### src/rtl/apb_i2c_csr.sv
// APB slave register block for an I2C core: TX/RX FIFO access with bounded
// wait states, CONFIG/TIMEOUT registers, and an edge-triggered interrupt block.
module apb_i2c_csr #(
  parameter int unsigned DATA_W   = 32,
  parameter int unsigned ADDR_W   = 8,
  parameter int unsigned CFG_W    = 14,
  parameter int unsigned WAIT_MAX = 15
) (
  input  logic              PCLK,
  input  logic              PRESETn,
  input  logic              PSELx,
  input  logic              PENABLE,
  input  logic              PWRITE,
  input  logic [ADDR_W-1:0] PADDR,
  input  logic [DATA_W-1:0] PWDATA,
  output logic [DATA_W-1:0] PRDATA,
  output logic              PREADY,
  output logic              PSLVERR,
  output logic [DATA_W-1:0] WRITE_DATA_ON_TX,
  output logic              WR_ENA,
  input  logic              TX_FULL,
  input  logic              TX_EMPTY,
  input  logic [DATA_W-1:0] READ_DATA_ON_RX,
  output logic              RD_ENA,
  input  logic              RX_EMPTY,
  input  logic              ERROR,
  output logic [CFG_W-1:0]  INTERNAL_I2C_REGISTER_CONFIG,
  output logic [CFG_W-1:0]  INTERNAL_I2C_REGISTER_TIMEOUT,
  output logic              IRQ
);

  localparam int unsigned CNT_W = (WAIT_MAX < 1) ? 1 : $clog2(WAIT_MAX + 1);
  localparam int unsigned INT_W = 3;

  localparam logic [ADDR_W-1:0] A_TXDATA   = ADDR_W'(8'h00);
  localparam logic [ADDR_W-1:0] A_RXDATA   = ADDR_W'(8'h04);
  localparam logic [ADDR_W-1:0] A_CONFIG   = ADDR_W'(8'h08);
  localparam logic [ADDR_W-1:0] A_TIMEOUT  = ADDR_W'(8'h0C);
  localparam logic [ADDR_W-1:0] A_STATUS   = ADDR_W'(8'h10);
  localparam logic [ADDR_W-1:0] A_INT_EN   = ADDR_W'(8'h14);
  localparam logic [ADDR_W-1:0] A_INT_STAT = ADDR_W'(8'h18);

  typedef enum logic [1:0] {
    IDLE   = 2'd0,
    SETUP  = 2'd1,
    ACCESS = 2'd2
  } state_t;

  state_t             state_q, state_d;
  logic [CNT_W-1:0]   wait_q, wait_d;
  logic [CFG_W-1:0]   config_q, config_d;
  logic [CFG_W-1:0]   timeout_q, timeout_d;
  logic [INT_W-1:0]   int_en_q, int_en_d;
  logic [INT_W-1:0]   int_stat_q, int_stat_d;
  logic [INT_W-1:0]   edge_q, edge_d;
  logic               tx_empty_h_q, rx_empty_h_q, error_h_q;

  logic               acc, need_wait, timeout, dec_err, mapped;
  logic               hit_tx, hit_rx, hit_cfg, hit_tmo, hit_st, hit_ien, hit_ist;
  logic               pready_c, pslverr_c, wr_ok, rd_ok;
  logic [INT_W-1:0]   w1c_mask;
  logic [DATA_W-1:0]  prdata_c;

  // Address decode, wait/error resolution, register next-state and APB FSM.
  always_comb begin
    state_d    = state_q;
    wait_d     = '0;
    config_d   = config_q;
    timeout_d  = timeout_q;
    int_en_d   = int_en_q;
    w1c_mask   = '0;
    prdata_c   = '0;

    hit_tx  = (PADDR == A_TXDATA);
    hit_rx  = (PADDR == A_RXDATA);
    hit_cfg = (PADDR == A_CONFIG);
    hit_tmo = (PADDR == A_TIMEOUT);
    hit_st  = (PADDR == A_STATUS);
    hit_ien = (PADDR == A_INT_EN);
    hit_ist = (PADDR == A_INT_STAT);
    mapped  = hit_tx | hit_rx | hit_cfg | hit_tmo | hit_st | hit_ien | hit_ist;

    acc       = PRESETn && (state_q == ACCESS) && PSELx && PENABLE;
    need_wait = (hit_tx && PWRITE && TX_FULL) || (hit_rx && !PWRITE && RX_EMPTY);
    timeout   = need_wait && (wait_q == CNT_W'(WAIT_MAX));
    dec_err   = !mapped || (PWRITE && (hit_rx || hit_st)) || (!PWRITE && hit_tx);
    pready_c  = acc && (!need_wait || timeout);
    pslverr_c = pready_c && (dec_err || timeout);
    wr_ok     = pready_c && !pslverr_c && PWRITE;
    rd_ok     = pready_c && !pslverr_c && !PWRITE;

    // Stalled FIFO access counts wait states; anything else restarts from zero.
    if (acc && need_wait && !timeout) begin
      wait_d = wait_q + CNT_W'(1);
    end

    if (wr_ok) begin
      if (hit_cfg) config_d  = PWDATA[CFG_W-1:0];
      if (hit_tmo) timeout_d = PWDATA[CFG_W-1:0];
      if (hit_ien) int_en_d  = PWDATA[INT_W-1:0];
      if (hit_ist) w1c_mask  = PWDATA[INT_W-1:0];
    end

    if (rd_ok) begin
      if (hit_rx)  prdata_c = READ_DATA_ON_RX;
      if (hit_cfg) prdata_c = DATA_W'(config_q);
      if (hit_tmo) prdata_c = DATA_W'(timeout_q);
      if (hit_st)  prdata_c = DATA_W'({ERROR, RX_EMPTY, TX_FULL, TX_EMPTY});
      if (hit_ien) prdata_c = DATA_W'(int_en_q);
      if (hit_ist) prdata_c = DATA_W'(int_stat_q);
    end

    // A new edge in the same cycle as its W1C wins, so the event is not lost.
    int_stat_d = (int_stat_q & ~w1c_mask) | edge_q;
    edge_d     = {ERROR & ~error_h_q, ~RX_EMPTY & rx_empty_h_q, TX_EMPTY & ~tx_empty_h_q};

    case (state_q)
      IDLE:    if (PSELx && !PENABLE) state_d = SETUP;
      SETUP:   state_d = ACCESS;
      ACCESS: begin
        if (!PSELx)          state_d = IDLE;
        else if (!PENABLE)   state_d = SETUP;
        else if (pready_c)   state_d = IDLE;
      end
      default: state_d = IDLE;
    endcase
  end

  // State and register update with synchronous active-low reset.
  always_ff @(posedge PCLK) begin
    if (!PRESETn) begin
      state_q      <= IDLE;
      wait_q       <= '0;
      config_q     <= '0;
      timeout_q    <= '0;
      int_en_q     <= '0;
      int_stat_q   <= '0;
      edge_q       <= '0;
      tx_empty_h_q <= 1'b1;
      rx_empty_h_q <= 1'b1;
      error_h_q    <= 1'b0;
    end else begin
      state_q      <= state_d;
      wait_q       <= wait_d;
      config_q     <= config_d;
      timeout_q    <= timeout_d;
      int_en_q     <= int_en_d;
      int_stat_q   <= int_stat_d;
      edge_q       <= edge_d;
      tx_empty_h_q <= TX_EMPTY;
      rx_empty_h_q <= RX_EMPTY;
      error_h_q    <= ERROR;
    end
  end

  assign PREADY                        = pready_c;
  assign PSLVERR                       = pslverr_c;
  assign PRDATA                        = prdata_c;
  assign WR_ENA                        = wr_ok && hit_tx;
  assign RD_ENA                        = rd_ok && hit_rx;
  assign WRITE_DATA_ON_TX              = (wr_ok && hit_tx) ? PWDATA : '0;
  assign INTERNAL_I2C_REGISTER_CONFIG  = config_q;
  assign INTERNAL_I2C_REGISTER_TIMEOUT = timeout_q;
  assign IRQ                           = PRESETn && |(int_stat_q & int_en_q);

endmodule

### config.mk
export PLATFORM = sky130hd
export DESIGN_NAME = apb_i2c_csr
export DESIGN_NICKNAME = d
export VERILOG_FILES = /design/src/rtl/apb_i2c_csr.sv
export SDC_FILE = /design/constraint.sdc
export NUM_CORES = 1
export LEC_CHECK = 0
export CAP_MARGIN = 10
export CORE_MARGIN = 2
export CORE_UTILIZATION = 40
export CTS_BUF_LIST = sky130_fd_sc_hd__clkbuf_4
export CTS_CLUSTER_SIZE = 40
export DETAILED_ROUTE_END_ITERATION = 6
export HOLD_SLACK_MARGIN = 0.03
export PLACE_DENSITY = 0.95
export SLEW_MARGIN = 0
export SYNTH_ARGS = -nofsm -noshare
export SYNTH_HDL_FRONTEND = slang
export SYNTH_SLANG_ARGS = --single-unit
### constraint.sdc
create_clock -name PCLK -period 4 [get_ports PCLK]
set_input_delay 0.6 -clock PCLK [delete_from_list [all_inputs] [get_ports PCLK]]
set_output_delay 0.6 -clock PCLK [all_outputs]
set_load 0.1 [all_outputs]
# Yosys cells after proc, flatten, opt, wreduce, memory -nomap -nowiden
# Cells that the tools add are included.
# word_totals
regBits	46
latchBits	0
ram_bits	0
mem_bits_ro	0
inputBits	81
output_inout_bits	97
word_cells	94
memories	0
# op_classes
addsub	1
multipliers	0
div_mod_pow	0
magnitude_cmp	0
n_eq_ne	11
n_shift	0
muxes	15
bitwise_logic	16
n_reduce_logical	41
# ops
operator	n
two-way mux 32 bit	8
== test 8 x 5 -> 1 bit, second input constant	3
logical AND 1 bit	21
== test 8 x 4 -> 1 bit, second input constant	2
AND reduction 2 bit	5
== test 8 x 3 -> 1 bit, second input constant	1
logical NOT 8 bit	1
two-way mux 2 bit	4
AND 3 bit	2
logical NOT 1 bit	6
logical OR 1 bit	6
two-way mux 3 bit	2
bitwise OR 1 bit	6
case mux 2 bit (3 select lines)	1
adder 4 x 1 -> 4 bit, second input constant	1
== test 4 bit, second input constant	1
!= test 4 bit, second input constant	1
AND 1 bit	3
NOT 1 bit	3
NOT 3 bit	1
bitwise OR 3 bit	1
OR reduction 3 bit	1
== test 2 x 1 -> 1 bit, second input constant	1
== test 2 bit, second input constant	1
other kinds (2)	2

# Logic depth before layout (Yosys ltp)
# Gate-level depths: netlist (run 1).
# depth
ltp_word	19
depth_mapped	7
mapped_depth_nobuf	4

# Least setup slack after synthesis (run 1)
# No wires, ideal clock.
# synth_timing
kind	input to output
startpoint	input port PWRITE
endpoint	output port PRDATA[0]
t_arrival_ns	4.486
required_ns	3.400
setup_slack_ns	-1.086
path_stages	5
n_path_buf	1
cell_sequence	clkbuf_1 -> xnor2_1 -> a2111oi_2 -> nand3_1 -> nor4_1
# synth_via
elab_chain_cells	12
word_cells_on_any_way	20
cone_classes	1 x mux; 19 x reduce/logical
# synth_rtl
element	line	rtl
start: declaration	13	input logic PWRITE,
logical NOT 1 bit	84, 86, 90	
logical AND 1 bit (2 in series)	84	need_wait = (hit_tx && PWRITE && TX_FULL) || (hit_rx && !PWRITE && RX_EMPTY);
logical OR 1 bit	84	
logical NOT 1 bit / logical AND 1 bit (equally long branches)	87, 85	
logical OR 1 bit	87	pready_c = acc && (!need_wait || timeout);
logical AND 1 bit	87	
logical AND 1 bit	88	pslverr_c = pready_c && (dec_err || timeout);
logical NOT 1 bit	90	rd_ok = pready_c && !pslverr_c && !PWRITE;
logical AND 1 bit	90	
logical AND 1 bit (*)	90	
two-way mux 32 bit (*)	104	if (rd_ok) begin
end: declaration	16	output logic [DATA_W-1:0] PRDATA,
# Mark *: on every way between the ends. The rest lies on a longest branch, timed or not.

# Final worst setup path (run 1)
# layout_timing
startpoint	input port PADDR[4]
endpoint	output port PRDATA[0]
# layout_via
elab_chain_cells	16
word_cells_on_any_way	40
cone_classes	6 x eq/ne; 7 x mux; 6 x bitwise; 21 x reduce/logical
# layout_rtl
element	line	rtl
start: declaration	14	input logic [ADDR_W-1:0] PADDR,
== test 8 x 3 -> 1 bit / logical NOT 8 bit (equally long branches)	75, 74	
bitwise OR 1 bit (6 in series)	81	mapped = hit_tx | hit_rx | hit_cfg | hit_tmo | hit_st | hit_ien | hit_ist;
logical NOT 1 bit	86	dec_err = !mapped || (PWRITE && (hit_rx || hit_st)) || (!PWRITE && hit_tx);
logical OR 1 bit (2 in series)	86	
logical OR 1 bit	88	
logical AND 1 bit	88	
logical NOT 1 bit	90	
logical AND 1 bit (2 in series)	90	
two-way mux 32 bit (*)	104	
# Marked as above.

==> results_dict.tcl, run 1 <==
set metrics [dict create \
    outcome "finished, violations left" \
    violations "design-rule violations" \
    cp_num_cells 7 \
    p_per_area_nw_per_um2 155 \
    synth-seq-area-share_pct 32.9 \
    slowest_delay_ps 710 \
    reg2reg_depth 4 \
    grt_pass1_vias 3666 \
    placedCellCount 628 \
    timing.final.crit_share_pct 94.5 \
    drt_wl_total_um 12100 \
    critPathLaunchType "input pin" \
    cap_violations 0 \
    p_leak_nw 2.01 \
    clk-insertion-delay-late_ps 370 \
    criticalPathCategory "in2out" \
    crit_arrival_ps 3180 \
    cts_root_buffer "clkbuf_4" \
    crit_path_end_kind "output pin" \
    grt_setup_unrepaired "no" \
    setup_ws_ps 219 \
    cts.clk_slew.worst_paths_ps 120 \
    yosysWarnings 0 \
    ctsHoldBuffers 0 \
    startpoint "PADDR[4]" \
    io_buffers 177 \
    worst_pin_slew_ps 1030 \
    hold_viol 0 \
    grt_max_degree 42 \
    synthSimpleGateAreaFrac_pct 35.0 \
    netlist_area_um2 2800 \
    reg2reg_to "int_en_q[2]" \
    drv_slew 0 \
    endpoint "PRDATA[0]" \
    reg2reg_slack_ps 1950 \
    design.core.area_um2 6790 \
    clk_path_buf_depth 2 \
    peakVddDrop_mv 0.222 \
    fp-row-count 30 \
    dieArea_um2 7670 \
    post_cts_buffers 0 \
    async_flop_share_pct 0 \
    path_max_fanout 19 \
    hold_class "reg2reg" \
    min_period_ps 3780 \
    cts_made_buffers 5 \
    first_pass_iters 7 \
    drt_iter0_drc 333 \
    met3_length_um 1040 \
    pin_count 178 \
    layout-drive-gt1-share_pct 23.0 \
    required_ps 3400 \
    relSlewSlack_pct 31.1 \
    final_cells 635 \
    min_path_cells 1 \
    dpl.hpwl_um 9630 \
    wl_met2_um 6170 \
    fillers 376 \
    synth_mux_area_share_pct 7.65 \
    drc_errors 1 \
    cts.sinks 46 \
    final_cell_mix "clkdlybuf4s50_1 (108), buf_12 (68), nand2_1 (61), dfxtp_1 (46), and2_1 (35)" \
    postRouteAntennaNets 0 \
    fin_tns_setup_ps 0 \
    yosys.area_share.adder_pct 0.448 \
    cts_tree "built" \
    n_antenna_cell 0 \
    worstPathCellList "clkdlybuf4s50_1 -> buf_4 -> xnor2_1 -> a2111oi_2 -> nand3_1 -> nor4_1 -> buf_12" \
    grt_pass1_wl_um 18500 \
    avgViaCountPerCell 5.56 \
    htreeDepth 2 \
    nets 621 \
    fmax_mhz 265 \
    fin_skew_ps 6.79 \
    ys_seq_elements 46 \
    path_delay_family "buffers and inverters" \
    synth_top_family_by_area "simple AND/OR/NAND/NOR gates" \
    setup_viol 0 \
    synth.distinct_cells 39 \
    synth_area_per_cell_um2 7.58 \
    synthFlopType "dfxtp_1" \
    antenna_found_initial 0 \
    synth_edf_count 0 \
    fp.dieH_um 87.6 \
    r2r_start "state_q[0]" \
    wl_per_cell_um 19.1 \
    dr.max_layer_used "met4" \
    gr-total-overflow 0 \
    synth_xor_area_share_pct 0.940 \
    drt-met1-wl_um 4260 \
    start_util_pct 41.1 \
    worst-path-buf-inv 3 \
    place.gp.congestion 0.904 \
    post_cts_resized 0 \
    die_w_um 87.6 \
    final_common_cell "clkdlybuf4s50_1" \
    slowest_stage "nor4_1" \
    grt_usage_pct 31.3 \
    postSynthCellCount 369 \
    synth_compound_area_share_pct 16.0 \
    dp_worst_setup_slack_ps 290 \
    area_delta_synth_final_pct 96.6 \
    vias 3528 \
    syn_nets 451 \
]
-- per-stage QoR --
| step | total power [W] | instance area, um2 | hold WS [ps] | utilization [%] |
|---|---|---|---|---|
| after floorplan | 0.000530 | 2890 | 367 | - |
| after global placement | 0.000631 | 5440 | 368 | 80.1 |
| after detailed placement | 0.000637 | 5440 | 375 | 80.1 |
| after CTS | 0.000850 | 5500 | 397 | 80.9 |
| after global routing | 0.000877 | 5500 | 412 | 80.9 |
| final | 0.000855 | 5500 | 394 | 80.9 |
-- state kept, by name, indices dropped and copies added, names as in the netlist --
name	flops
error_h_q	1
edge_q	3
INTERNAL_I2C_REGISTER_TIMEOUT	14
int_stat_q	3
rx_empty_h_q	1
int_en_q	3
INTERNAL_I2C_REGISTER_CONFIG	14
state_q	2
tx_empty_h_q	1
wait_q	4
-- area by class of cell --
type | instances | area (um2) | share of cell area [%]
clock buffers | 7 | 52.6 | 0.956
inverters | 24 | 90.1 | 1.64
multi-input cells | 273 | 1770 | 32.3
flip-flops and latches | 46 | 921 | 16.8
well taps | 96 | 120 | 2.19
repair buffers | 189 | 2540 | 46.2
-- worst min-delay path by stage --
stage / end / slack (ps) / startpoint
CTS: edge_q[2] / 400 / error_h_q
global route: edge_q[2] / 410 / error_h_q
global placement: edge_q[0] / 370 / tx_empty_h_q
finish: edge_q[2] / 390 / error_h_q
floorplan: edge_q[0] / 370 / tx_empty_h_q
detailed placement: edge_q[2] / 380 / error_h_q
-- cells by family (layout without fill, tap and decap cells) --
family / Yosys count / in the layout
buffers and inverters: 50 / 220
muxes: 20 / 20
adders and majority gates: 1 / 1
xor gates and xnor gates: 3 / 3
AOI/OAI and AO/OA: 61 / 61
DFF: 46 / 46
and+or+nand+nor: 188 / 188
-- worst register-to-register path, cell delays in order (launching register included) --
cell	delay, ps
dfxtp_1	370
nand4b_1	340
nor4_1	860
mux2i_1	310
nor2b_1	70
-- per-layer routing --
layer	global-route usage (%)	vias up
met5	0	-
met4	16.9	0
met3	6.31	62
met2	57.5	222
met1	33.3	1650
li1	-	1594
-- cells in the mapped netlist (all sizes together) (2+ instances only) --
master  number  share of area, %
dfxtp       46                33
nand2b       5               1.1
a21boi      28               7.5
or3          3              0.85
nand2       61               8.2
nor2b        9               2.0
mux2i        9               3.2
nor4         8               2.2
buf          7               1.3
clkbuf      19               2.6
a22oi       12               3.2
xnor2        2              0.63
o211ai       2              0.54
a221oi       3              0.94
nor2        24               3.2
inv         24               3.2
mux2        11               4.4
nand3        4              0.72
and2        35               7.8
a31oi        3              0.67
or4          4               1.2
and3         2              0.45
o21ai        9               1.6
nor3        23               4.3
nand3b       6               1.6
-- power breakdown --
part,internal (W),switching (W)
Clock,0.0000800,0.000144
Sequential,0.000463,0.00000317
Combinational,0.0000970,0.0000673
Power figures use the tool's default switching activity.
==> inputs of run 2 (changes only) <==
Settings changed: CAP_MARGIN 10 to not set.
==> results of run 2 <==
Final layout, timing and power as in run 1 (identical DEF).
